<file path="config.mk">
export PLATFORM = sky130hd
export DESIGN_NAME = uart_tx_fifo
export DESIGN_NICKNAME = d
export VERILOG_FILES = /design/src/rtl/uart_tx_fifo.sv
export SDC_FILE = /design/constraint.sdc
export NUM_CORES = 1
export LEC_CHECK = 0
export CAP_MARGIN = 20
export CELL_PAD_IN_SITES_DETAIL_PLACEMENT = 1
export CELL_PAD_IN_SITES_GLOBAL_PLACEMENT = 2
export CORE_MARGIN = 1.5
export CORE_UTILIZATION = 44
export CTS_CLUSTER_SIZE = 14
export DETAILED_ROUTE_END_ITERATION = 12
export PLACE_DENSITY_LB_ADDON = 0.1
export SYNTH_ARGS = -nofsm -noshare
export SYNTH_HDL_FRONTEND = slang
export SYNTH_SLANG_ARGS = --single-unit
</file>
<file path="constraint.sdc">
create_clock -name clk -period 5.1 [get_ports clk]
set_input_delay 0.765 -clock clk [delete_from_list [all_inputs] [get_ports clk]]
set_output_delay 0.765 -clock clk [all_outputs]
set_load 0.1 [all_outputs]
</file>
<file path="src/rtl/uart_tx_fifo.sv">
// uart_tx_fifo: 16550-class serial transmitter. A byte-wide TX FIFO feeds a framing FSM that
// sends start, 5-8 data bits (LSB first), optional parity and 1/1.5/2 stop bits, each bit
// lasting OVERSAMPLE baud_tick pulses. The frame format is latched from lcr when a byte is popped.
// Optional feature: define UART_TX_BREAK_EN so that the live lcr[6] forces stx low (break).
module uart_tx_fifo #(
    parameter int unsigned FIFO_DEPTH = 16,
    parameter int unsigned ADDR_W     = 4,
    parameter int unsigned OVERSAMPLE = 16
) (
    input  logic            clk,
    input  logic            rst,
    input  logic            baud_tick,
    input  logic            wr_en,
    input  logic [7:0]      wr_data,
    input  logic [7:0]      lcr,
    input  logic            fifo_clr,
    output logic            stx,
    output logic            thr_empty,
    output logic            temt,
    output logic            fifo_full,
    output logic [ADDR_W:0] fifo_level,
    output logic            overflow,
    output logic            tx_done
);
    localparam int unsigned LVL_W = ADDR_W + 1;
    localparam int unsigned CNT_W = $clog2(2 * OVERSAMPLE + 1);

    localparam logic [LVL_W-1:0]  LVL_FULL      = LVL_W'(FIFO_DEPTH);
    localparam logic [LVL_W-1:0]  LVL_ONE       = LVL_W'(1);
    localparam logic [ADDR_W-1:0] PTR_ONE       = ADDR_W'(1);
    localparam logic [CNT_W-1:0]  CNT_ONE       = CNT_W'(1);
    localparam logic [CNT_W-1:0]  LEN_BIT_M1    = CNT_W'(OVERSAMPLE - 1);
    localparam logic [CNT_W-1:0]  LEN_STOP15_M1 = CNT_W'(3 * OVERSAMPLE / 2 - 1);
    localparam logic [CNT_W-1:0]  LEN_STOP2_M1  = CNT_W'(2 * OVERSAMPLE - 1);

    typedef enum logic [2:0] {StIdle, StStart, StData, StParity, StStop} state_e;

    // FIFO state
    logic [7:0]        mem_q [FIFO_DEPTH];
    logic [ADDR_W-1:0] wr_ptr_q, rd_ptr_q;
    logic [LVL_W-1:0]  level_q;
    logic              overflow_q;
    logic              empty, full, push, pop;

    // Framing state
    state_e            state_q, state_d;
    logic [CNT_W-1:0]  tick_q, tick_d;
    logic [2:0]        bit_q, bit_d;
    logic [7:0]        shift_q, shift_d;
    logic [1:0]        wlen_q, wlen_d;
    logic              stop2_q, stop2_d;
    logic              pen_q, pen_d;
    logic              par_q, par_d;
    logic              stx_q, stx_d;
    logic              done_q, done_d;
    logic              fsm_stx;
    logic [CNT_W-1:0]  len_m1;
    logic              bit_end;
    logic              unused_lcr;

    assign unused_lcr = ^lcr[7:6];

    assign empty = (level_q == '0);
    assign full  = (level_q == LVL_FULL);
    // A full FIFO still accepts a write when the FSM pops in the same cycle
    assign push  = wr_en && (!full || pop);

    // Parity over the wlen data bits only; stick parity ignores the data
    function automatic logic calc_parity(input logic [7:0] data, input logic [1:0] wlen,
                                         input logic eps, input logic stick);
        logic [7:0] masked;
        case (wlen)
            2'd0:    masked = {3'b000, data[4:0]};
            2'd1:    masked = {2'b00, data[5:0]};
            2'd2:    masked = {1'b0, data[6:0]};
            default: masked = data;
        endcase
        if (stick) return ~eps;
        return eps ? ^masked : ~^masked;
    endfunction

    // FIFO pointers, level and overflow pulse; fifo_clr keeps a same-cycle write
    always_ff @(posedge clk) begin
        if (rst) begin
            wr_ptr_q   <= '0;
            rd_ptr_q   <= '0;
            level_q    <= '0;
            overflow_q <= 1'b0;
        end else if (fifo_clr) begin
            rd_ptr_q   <= '0;
            wr_ptr_q   <= wr_en ? PTR_ONE : '0;
            level_q    <= wr_en ? LVL_ONE : '0;
            overflow_q <= 1'b0;
        end else begin
            if (push) wr_ptr_q <= wr_ptr_q + PTR_ONE;
            if (pop)  rd_ptr_q <= rd_ptr_q + PTR_ONE;
            if (push && !pop)      level_q <= level_q + LVL_ONE;
            else if (!push && pop) level_q <= level_q - LVL_ONE;
            overflow_q <= wr_en && !push;
        end
    end

    // FIFO storage, no reset needed
    always_ff @(posedge clk) begin
        if (fifo_clr && wr_en) begin
            mem_q[0] <= wr_data;
        end else if (push) begin
            mem_q[wr_ptr_q] <= wr_data;
        end
    end

    // Length of the current bit minus one, in ticks
    always_comb begin
        len_m1 = LEN_BIT_M1;
        if (state_q == StStop && stop2_q) begin
            len_m1 = (wlen_q == 2'd0) ? LEN_STOP15_M1 : LEN_STOP2_M1;
        end
    end

    assign bit_end = baud_tick && (tick_q == len_m1);

    // Framing FSM next state, FIFO pop and serial bit selection
    always_comb begin
        state_d = state_q;
        tick_d  = baud_tick ? tick_q + CNT_ONE : tick_q;
        bit_d   = bit_q;
        shift_d = shift_q;
        wlen_d  = wlen_q;
        stop2_d = stop2_q;
        pen_d   = pen_q;
        par_d   = par_q;
        pop     = 1'b0;
        done_d  = 1'b0;

        case (state_q)
            StIdle: begin
                tick_d = '0;
                if (!empty) begin
                    pop     = 1'b1;
                    state_d = StStart;
                end
            end
            StStart: begin
                if (bit_end) begin
                    state_d = StData;
                    tick_d  = '0;
                    bit_d   = '0;
                end
            end
            StData: begin
                if (bit_end) begin
                    shift_d = {1'b0, shift_q[7:1]};
                    tick_d  = '0;
                    bit_d   = bit_q + 3'd1;
                    // Last data bit index is wlen-1 = 4 + wlen code
                    if (bit_q == {1'b1, wlen_q}) begin
                        state_d = pen_q ? StParity : StStop;
                    end
                end
            end
            StParity: begin
                if (bit_end) begin
                    state_d = StStop;
                    tick_d  = '0;
                end
            end
            StStop: begin
                if (bit_end) begin
                    done_d = 1'b1;
                    tick_d = '0;
                    if (!empty) begin
                        pop     = 1'b1;
                        state_d = StStart;
                    end else begin
                        state_d = StIdle;
                    end
                end
            end
            default: begin
                state_d = StIdle;
                tick_d  = '0;
            end
        endcase

        // Popping loads the head byte and freezes the frame format for this frame
        if (pop) begin
            shift_d = mem_q[rd_ptr_q];
            wlen_d  = lcr[1:0];
            stop2_d = lcr[2];
            pen_d   = lcr[3];
            par_d   = calc_parity(mem_q[rd_ptr_q], lcr[1:0], lcr[4], lcr[5]);
        end

        case (state_d)
            StStart:  fsm_stx = 1'b0;
            StData:   fsm_stx = shift_d[0];
            StParity: fsm_stx = par_d;
            default:  fsm_stx = 1'b1;
        endcase

`ifdef UART_TX_BREAK_EN
        stx_d = lcr[6] ? 1'b0 : fsm_stx;
`else
        stx_d = fsm_stx;
`endif
    end

    // Framing state registers; stx is registered so it tracks the state register
    always_ff @(posedge clk) begin
        if (rst) begin
            state_q <= StIdle;
            tick_q  <= '0;
            bit_q   <= '0;
            shift_q <= '0;
            wlen_q  <= '0;
            stop2_q <= 1'b0;
            pen_q   <= 1'b0;
            par_q   <= 1'b0;
            stx_q   <= 1'b1;
            done_q  <= 1'b0;
        end else begin
            state_q <= state_d;
            tick_q  <= tick_d;
            bit_q   <= bit_d;
            shift_q <= shift_d;
            wlen_q  <= wlen_d;
            stop2_q <= stop2_d;
            pen_q   <= pen_d;
            par_q   <= par_d;
            stx_q   <= stx_d;
            done_q  <= done_d;
        end
    end

    assign stx        = stx_q;
    assign thr_empty  = empty;
    assign temt       = empty && (state_q == StIdle);
    assign fifo_full  = full;
    assign fifo_level = level_q;
    assign overflow   = overflow_q;
    assign tx_done    = done_q;

endmodule

</file>
==> flow_summary.toml <==
[cts]
cts_hold_buf = 0
cts-root-buf = "clkbuf_16"
cts_buffers = 17
htree_levels = 4
ctsResizeCount = 0
cts_buffer_depth = 2
tritoncts = "built"
clk_latency_ps = 440
cts.sinks = 173
path_clk_slew_ps = 80
postCtsSetupBuffers = 0

[worst_hold_path]
hold_end = "par_q"
hold-path-cell-count = 2
hold_start = "par_q"
min_path_type = "flop to flop"

[critical_path]
critPathMaxFanout = 6
cp_slowest_cell = "clkdlybuf4s50_1"
critical_path_class = "flop to output port"
worst_r2r_path_depth = 8
r2r_setup_slack_ps = 1380
reg2reg_from = "state_q[0]"
worst-endpoint-required_ps = 4340
start_kind = "flop"
r2r-end = "mem_q[14][3]"
crit_path_max_incr_delay_ps = 1170
cp_cell_sequence = "nor4_1, nand2b_1, nor3_1, clkdlybuf4s50_1"
worstPathArrival_ps = 2950
endpoint_kind = "output port"

[pwr]
irDropWorstVdd_uv = 304
intPower_mw = 2.68
swShare = 0.351
switching_power_mw = 1.45
p_comb_frac = 0.278
pwr-share-clk = 0.310
powerDensity_nw_per_um2 = 493
pwr-share-seq = 0.412
p_leak_nw = 2.73

[floorplan]
design.core.area_um2 = 15900
initial_core_util = 0.453
rows = 46
die_h_um = 131
io_pins = 32
fp.dieArea_um2 = 17200
die_w_um = 131

[sta]
slew_headroom = 0.318
period_needed_ps = 3720
rsz0062_at_grt = "no"
finClkSkew_ps = 13.6
post-route-period-util = 0.729
fmax_mhz = 269
tns_ps = 0
setup_viol = 0
slew_viol_final = 0
finalHoldViolCount = 0
worst_pin_slew_ps = 1020

[global_routing]
grt_start_max_net_pins = 31
grt_pass1_vias = 4550
grt_pass1_wl_mm = 26.1
overflow = 0
antenna_found_initial = 0
grt_usage = 0.203

[placement]
place_inst = 716
portBuffers = 29
dpl.hpwl_mm = 11.0
globalplace.congestion = 0.736

[synth]
yosysUniqueCellTypes = 49
synth_seq_cells = 173
syn_inst = 478
netlist_area_um2 = 7220
synth-seq-area-share = 0.657
avgSynthCellArea_um2 = 15.1
syn_nets = 507
yosysWarnings = 0

[outcome]
status = "completed"

[route]
viasPerCell = 5.62
drc = 0
wl_per_cell_um = 21.6
drt_iter0_drc = 283
num_vias = 4207
wirelength_mm = 16.2
drt_first_pass_iters = 5
final_antenna_net_count = 0

[layout]
instances_no_fill = 748
drive_gt1_frac = 0.165
final_nets = 548
antennaDiodeCount = 0
area_delta_synth_final_pct = 16.1
utilization = 0.526

[run]
cap_violations = 0
[worst max path at each step]
stage	cells past startpoint	slack, ps	end	start
5_1_grt	8	1080	mem_q[12][3]	state_q[0]
4_1_cts	8	1320	mem_q[14][3]	state_q[0]
3_5_place_dp	7	1040	mem_q[14][5]	baud_tick
6_report	4	1380	temt	fifo_level[0]
3_3_place_gp	7	1140	mem_q[14][5]	baud_tick
2_1_floorplan	3	980	temt	fifo_level[0]
[final cells by class]
cell class	count	area, um^2
repair buffers	49	440
multi-input cells	272	2320
flip-flops and latches	173	4750
fillers	1547	7560
clock inverters	15	159
well taps	216	270
inverters	6	22.5
clock buffers	17	425
[cell families after synthesis]
kind of cell               after synthesis  synth area share
DFF                                    173             0.657
and+or+nand+nor                        135            0.0908
AOI/OAI and AO/OA                       63            0.0584
muxes                                   45             0.128
buffers and inverters                   33            0.0239
xor gates and xnor gates                21            0.0274
adders and majority gates                8            0.0149
[synth_stat cells, drive strengths merged]
cell type / n / area [um^2]
nand4b: 1 / 8.76
inv: 6 / 22.5
o211ai: 3 / 22.5
nor3b: 2 / 15.0
o21a: 1 / 7.51
nand3b: 4 / 30.0
xnor2: 9 / 78.8
xor2: 11 / 96.3
nor2: 44 / 165
nor4b: 2 / 17.5
nand4: 4 / 25.0
nor4bb: 1 / 10.0
edfxtp: 128 / 3840
nand2: 36 / 135
o21ai: 10 / 50.1
a211o: 2 / 17.5
a21oi: 17 / 85.1
nand3: 6 / 30.0
a22oi: 13 / 97.6
dfxtp: 45 / 901
and4b: 1 / 10.0
nor4: 13 / 81.3
xnor3: 1 / 22.5
and2: 1 / 6.26
mux4: 35 / 822
o31ai: 1 / 7.51
fa: 1 / 20.0
nor3: 7 / 40.0
a211oi: 10 / 90.1
a21o: 2 / 15.0
or2: 3 / 18.8
ha: 7 / 87.6
nor2b: 5 / 31.3
clkbuf: 12 / 45.0
nand2b: 3 / 18.8
mux2i: 10 / 100
or3: 2 / 12.5
o32a: 1 / 10.0
buf: 15 / 105
a31oi: 3 / 18.8
[worst max-delay path, delay by kind of cell, from the launching register on]
kind / cells / cell delay (ps)
flops: 1 / 380
simple gates: 3 / 960
buf+inv: 1 / 1170
[power by group through the flow]
| stage | registers (mW) | logic, mW | clock network (mW) |
|---|---|---|---|
| final | 1.70 | 1.15 | 1.28 |
| after global routing | 1.72 | 1.24 | 1.36 |
| after CTS | 1.71 | 1.16 | 1.31 |
| after detailed placement | 1.74 | 1.15 | 0 |
| after global placement | 1.73 | 1.13 | 0 |
| after floorplan | 1.80 | 0.793 | 0 |
[metrics by stage]
stage / cell area [um^2] / power, mW / worst slack [ps] / hold WS, ps
floorplan: 7220 / 2.59 / 983 / 432
global placement: 7800 / 2.86 / 1140 / 445
detailed placement: 7800 / 2.89 / 1040 / 457
global route: 8390 / 4.33 / 1080 / 485
CTS: 8390 / 4.17 / 1320 / 464
finish: 8390 / 4.13 / 1380 / 462
[cells in the final DEF (no fill, tap or decap), types with 2 or more instances in the layout]
master	n
edfxtp_1	128
nor2_1	44
dfxtp_1	44
nand2_1	36
clkdlybuf4s50_1	29
mux4_2	26
buf_4	20
a21oi_1	17
clkbuf_16	17
a22oi_1	13
nor4_1	11
xor2_1	11
mux2i_1	10
xnor2_1	9
mux4_1	9
o21ai_0	8
a211oi_1	7
ha_1	7
inv_8	7
inv_1	6
nand3_1	6
nor3_1	6
nor2b_1	5
nand3b_1	4
nand4_1	4
nand2b_1	3
a31oi_1	3
o211ai_1	3
a211oi_2	3
or2_2	2
o21ai_1	2
a211o_1	2
nor4_2	2
or3_1	2
a21o_1	2
nor3b_1	2
clkinv_4	2
inv_6	2
[metal layers]
metal,part of all wire,vias up,track usage
met2,0.50,91,0.337
li1,-,1941,-
met1,0.44,2159,0.268
met5,0,-,0
met3,0.044,16,0.0471
met4,0.011,0,0.0593
[flip-flops by register name, indices dropped and copies added (netlist names), named ones only]
name        count
mem_q         128
shift_q         8
tick_q          6
fifo_level      5
rd_ptr_q        4
wr_ptr_q        4
bit_q           3
state_q         3
wlen_q          2
overflow        1
par_q           1
pen_q           1
stop2_q         1
stx             1
tx_done         1
(Power assumes the default switching activity.)
